`config.mk`:
```
export PLATFORM = sky130hd
export DESIGN_NAME = mult32x32_arbiter
export DESIGN_NICKNAME = d
export VERILOG_FILES = /design/src/rtl/mult32x32_arbiter.sv
export SDC_FILE = /design/constraint.sdc
export NUM_CORES = 1
export LEC_CHECK = 0
export CORE_AREA = 8 8 177 179
export CTS_CLUSTER_DIAMETER = 120
export CTS_CLUSTER_SIZE = 16
export DETAILED_ROUTE_END_ITERATION = 8
export DIE_AREA = 0 0 185 187
export HOLD_SLACK_MARGIN = 0.1
export PLACE_DENSITY_LB_ADDON = 0.2
export RECOVER_POWER = 50
export SLEW_MARGIN = 20
export SYNTH_ARGS = -nofsm -noshare
export SYNTH_HDL_FRONTEND = slang
export SYNTH_SLANG_ARGS = --single-unit
```
`constraint.sdc`:
```
create_clock -name clk -period 2.4 [get_ports clk]
set_clock_uncertainty 0.15 [all_clocks]
set_input_delay 0.36 -clock clk [delete_from_list [all_inputs] [get_ports clk]]
set_output_delay 0.36 -clock clk [all_outputs]
set_load 0.02 [all_outputs]
```
`src/rtl/mult32x32_arbiter.sv`:
```
// rtl/mult32x32_arbiter.sv - round-robin scheduler sharing one 32x32 multiplier among N_REQ requesters
module mult32x32_arbiter #(
    parameter int N_REQ   = 4,
    parameter int TIMEOUT = 16
) (
    input  logic               clk,
    input  logic               reset,
    input  logic [N_REQ-1:0]   req_valid,
    input  logic [N_REQ*32-1:0] req_a,
    input  logic [N_REQ*32-1:0] req_b,
    output logic [N_REQ-1:0]   req_ready,
    output logic [N_REQ-1:0]   rsp_valid,
    input  logic [N_REQ-1:0]   rsp_ready,
    output logic [63:0]        rsp_product,
    output logic               rsp_error,
    output logic               mul_start,
    output logic [31:0]        mul_a,
    output logic [31:0]        mul_b,
    input  logic               mul_busy,
    input  logic [63:0]        mul_product
);

    localparam int GW = (N_REQ <= 2) ? 1 : $clog2(N_REQ);
    localparam int WW = (TIMEOUT < 2) ? 1 : $clog2(TIMEOUT + 1);

    typedef enum logic [1:0] {
        IDLE,
        START,
        WAIT,
        RESP
    } state_t;

    state_t          state;
    state_t          state_next;
    logic [GW-1:0]   grant;
    logic [GW-1:0]   rr_ptr;
    logic [GW-1:0]   pick;
    logic            pick_ok;
    logic [WW-1:0]   watchdog;
    logic            first_wait;
    logic            capture;
    logic            abort;
    logic            wd_hit;

    // Descending scan so the requester closest to rr_ptr is assigned last and wins.
    always_comb begin
        pick    = '0;
        pick_ok = 1'b0;
        for (int k = N_REQ - 1; k >= 0; k--) begin
            if (req_valid[(int'(rr_ptr) + k) % N_REQ]) begin
                pick    = GW'((int'(rr_ptr) + k) % N_REQ);
                pick_ok = 1'b1;
            end
        end
    end

    assign wd_hit  = (TIMEOUT != 0) && ((int'(watchdog) + 1) >= TIMEOUT);
    // busy is not yet meaningful in the first WAIT cycle; the multiplier raises it there.
    assign capture = (state == WAIT) && !first_wait && !mul_busy;
    assign abort   = (state == WAIT) && !capture && wd_hit;

    always_comb begin
        state_next = state;
        req_ready  = '0;
        rsp_valid  = '0;
        mul_start  = 1'b0;
        case (state)
            IDLE: begin
                if (pick_ok && !reset) begin
                    req_ready[pick] = 1'b1;
                    state_next      = START;
                end
            end
            START: begin
                mul_start  = 1'b1;
                state_next = WAIT;
            end
            WAIT: begin
                if (capture || abort) begin
                    state_next = RESP;
                end
            end
            RESP: begin
                rsp_valid[grant] = 1'b1;
                if (rsp_ready[grant]) begin
                    state_next = IDLE;
                end
            end
            default: state_next = IDLE;
        endcase
    end

    always_ff @(posedge clk) begin
        if (reset) begin
            state       <= IDLE;
            grant       <= '0;
            rr_ptr      <= '0;
            mul_a       <= '0;
            mul_b       <= '0;
            rsp_product <= '0;
            rsp_error   <= 1'b0;
            watchdog    <= '0;
            first_wait  <= 1'b0;
        end else begin
            state <= state_next;
            case (state)
                IDLE: begin
                    if (pick_ok) begin
                        grant <= pick;
                        mul_a <= req_a[int'(pick) * 32 +: 32];
                        mul_b <= req_b[int'(pick) * 32 +: 32];
                    end
                end
                START: begin
                    watchdog   <= '0;
                    first_wait <= 1'b1;
                end
                WAIT: begin
                    first_wait <= 1'b0;
                    if (watchdog != '1) begin
                        watchdog <= watchdog + 1'b1;
                    end
                    if (capture) begin
                        rsp_product <= mul_product;
                        rsp_error   <= 1'b0;
                    end else if (abort) begin
                        rsp_product <= '0;
                        rsp_error   <= 1'b1;
                    end
                end
                RESP: begin
                    if (rsp_ready[grant]) begin
                        rr_ptr <= GW'((int'(grant) + 1) % N_REQ);
                    end
                end
                default: ;
            endcase
        end
    end

endmodule

```
==> results.yml <==
synth:
  synth.largest_area_cell: "sky130_fd_sc_hd__dfxtp_1"
  synthesis.area_per_instance_um2: 9.34
  yosys.cell_count.top_type: "sky130_fd_sc_hd__dfxtp_1"
  synth.top_cell.area_share_pct: 42.2
  synth_warnings: 0
  synth.cell_area_um2: 6690
  synth_area_leaders: "sky130_fd_sc_hd__dfxtp_1, sky130_fd_sc_hd__a22o_1, sky130_fd_sc_hd__a32oi_1"
  synth-async-reset-ratio_pct: 0
  synth.lib_cells_used.distinct: 45
  seq_area_frac_synth_pct: 42.2
  post_synth_edffs: 0
  leading_cell_types_by_count_after_synthesis: "sky130_fd_sc_hd__dfxtp_1, sky130_fd_sc_hd__a21oi_1, sky130_fd_sc_hd__nand3_1, sky130_fd_sc_hd__o21bai_1"
  synth_seq_cells: 141
  netlist_instances: 716
  dominantRegCellSynth: "sky130_fd_sc_hd__dfxtp_1"
  synth.net_count: 1057
drt:
  via_count_normalized_by_instance_count: 5.02
  routed_wire_length_mm: 35.6
  number_of_drc_markers_after_the_initial_detailed_route_iteration: 381
  routed_wire_length_per_instance_um: 22.6
  ant_nets: 0
  vias: 7924
  drt_first_pass_iters: 5
  drc_errors: 0
die:
  coreArea_um2: 28400
  die_height_um: 187
  ioPinCount: 469
  initial_utilization_pct: 23.6
  fp.dieArea_um2: 34600
  dieWidth_um: 185
  rows: 62
clocking:
  cts.sink_count: 141
  cts_root_buffer: "sky130_fd_sc_hd__clkbuf_16"
  cts.hold.buffers_added: 0
  clock_path_buffers: 2
  clk_pin_slew_worst_paths_ns: 0.06
  cts_tree: "built"
  number_of_buffers_inserted_during_clock_tree_synthesis: 17
  h_tree_levels: 4
  worstSkewPairLatency_ns: 0.42
sta:
  finalHoldViolCount: 0
  fin_crit_ns: 2.33
  finalSetupViolations: 0
  timing_worst_slew_pin_value_ns: 0.566
  setup_repair_after_global_routing_missed_its_margin: "no"
  max_slew_headroom_pct: 62.3
  finalWorstSetupSlack_ns: 0.0686
  min_period_over_period_pct: 97.1
  drv_slew: 0
  max_freq_ghz: 0.429
layout:
  post-route-cell-area_um2: 12600
  layout-drive-gt1-share_pct: 9.33
  filler_cell_count: 2807
  signed_area_change_from_the_synthesized_netlist_to_the_final_layout_pct: 87.9
  number_of_nets_in_the_finished_design: 1518
critical_path:
  reg2reg_from: "watchdog[0]"
  timing.critical_path.to: "req_ready[2]"
  start_kind: "primary input"
  worst_reg2reg_path_depth: 8
  worst_reg2reg_endpoint: "rsp_product[18]"
  worstPathRequired_ns: 1.89
  timing.critical_path.from: "req_valid[3]"
  maximum_fanout_along_the_worst_path: 8
  critical_path_sink_type: "primary output"
  timing_worst_setup_path_type: "in -> out"
  worst-r2r-setup-slack_ns: 0.20
  cp.arrival_ns: 1.82
power:
  total_power_mw: 11.0
  p_leak_nw: 4.93
  ir_drop_mv: 0.498
  pwr_density_cell_nw_per_um2: 876
place:
  cell_area_after_placement_um2: 11900
  dp.final_hpwl_mm: 27.4
  gp_routability_congestion: 0.823
  pre_cts_ws_ns: -0.436
  portBuffers: 468
grt:
  first_global_vias: 8268
  globalRoute.totalOverflow: 0
  antenna_found_initial: 6
  pin_count_of_the_biggest_net_entering_global_routing: 65
  grt_use_total_pct: 19.8
  grt_first_pass_wirelength_mm: 52.2
hold_path:
  hold_class: "reg -> reg"
  timing.hold.worst.start: "rsp_product[23]"
run:
  drv_cap: 0
outcome:
  outcome: "finished clean"
==> kinds of logic (layout without fill, tap and decap cells) <==
group                    Yosys count  count (layout)  share of synthesized area (%)
adder cells (fa/ha/maj)           10              10                           1.87
AO/OA/AOI/OAI                    357             357                           38.8
buffers and inverters             90             564                           7.20
AND/OR/NAND/NOR                  113             113                           8.94
multiplexers                       5               5                          0.954
flip-flops                       141             141                           42.2
other                              0               3                              0
==> stage by stage <==
stage | setup TNS [ns] | hold WS (ns) | std cells | utilization, %
final | 0 | 0.320 | 1577 | 44.2
after global routing | 0 | 0.338 | 1577 | 44.2
after CTS | 0 | 0.281 | 1574 | 44.2
after detailed placement | -14.54 | 0.313 | 1540 | 42.1
after global placement | -13.23 | 0.310 | 1540 | 42.1
after floorplan | 0 | 0.314 | 716 | -
==> state kept, by name, indices dropped and copies added, names as in the netlist <==
register,flops
first_wait,1
rsp_product,64
rsp_error,1
rr_ptr,2
watchdog,5
mul_a,32
grant,2
mul_b,32
state,2
==> worst min-delay path by stage <==
| stage | end | slack (ns) | depth (start not counted) |
|---|---|---|---|
| after global placement | rsp_product[53] | 0.31 | 1 |
| final | rsp_product[23] | 0.32 | 1 |
| after global routing | mul_a[15] | 0.34 | 3 |
| after detailed placement | rsp_product[53] | 0.31 | 1 |
| after CTS | first_wait | 0.28 | 3 |
| after floorplan | watchdog[2] | 0.31 | 1 |
==> metal layers <==
layer | vias to the layer above | GRT usage [%] | wire length [µm]
met5 | - | 0 | 32
met4 | 4 | 6.68 | 791
met3 | 47 | 7.34 | 3620
met2 | 395 | 33.5 | 17100
met1 | 3728 | 22.7 | 14100
li1 | 3750 | - | -
==> critical path, cell delays in order <==
cell and delay [ns]:
sky130_fd_sc_hd__clkdlybuf4s50_1 0.45, sky130_fd_sc_hd__or3_4 0.43, sky130_fd_sc_hd__o21ai_4 0.19, sky130_fd_sc_hd__buf_6 0.17
sky130_fd_sc_hd__nor3_1 0.06, sky130_fd_sc_hd__buf_2 0.17
==> power breakdown <==
part / switching [mW] / leakage [nW] / total (mW) / internal, mW
clock: 1.25 / 0.287 / 2.74 / 1.49
sequential: 0.333 / 1.16 / 3.28 / 2.94
combinational: 2.75 / 3.48 / 4.99 / 2.23
==> final cells by class <==
| cell class | count | area, µm² | area share (%) |
|---|---|---|---|
| timing repair buffer | 524 | 5160 | 41.1 |
| multi-input combinational | 485 | 3460 | 27.6 |
| sequential | 141 | 2830 | 22.5 |
| tap | 384 | 480 | 3.82 |
| clock buffer | 17 | 425 | 3.39 |
| clock inverter | 15 | 173 | 1.37 |
| inverter | 8 | 30.0 | 0.239 |
| antenna | 3 | 7.51 | 0.0598 |
==> what timing repair did <==
action                     in CTS  in global routing
buffers inserted                2                  0
pin swaps                       1                  0
setup endpoints to repair       8                  6
cloned                          0                  0
gates resized for setup        25                 10
==> placed cells by master, fill, tap and decap left out, drive strengths merged, types with 3 or more instances in the layout <==
master / netlist / routed
o21ai: 8 / 8
a31oi: 64 / 64
nand2b: 3 / 3
dlygate4sd3: 0 / 128
and2: 4 / 4
o21a: 3 / 3
a211oi: 3 / 3
a311oi: 3 / 3
nand2: 10 / 10
dfxtp: 141 / 141
o21bai: 65 / 65
clkinv: 0 / 4
diode: 0 / 3
clkbuf: 41 / 19
buf: 41 / 60
dlymetal6s2s: 0 / 3
clkdlybuf4s50: 0 / 329
a32oi: 64 / 64
nor2b: 7 / 7
o221ai: 3 / 3
mux2i: 3 / 3
a21oi: 73 / 73
a22o: 64 / 64
nand3: 65 / 65
ha: 10 / 10
inv: 8 / 16
nor2: 13 / 13
Note: power is estimated with default switching activity, not from simulation.
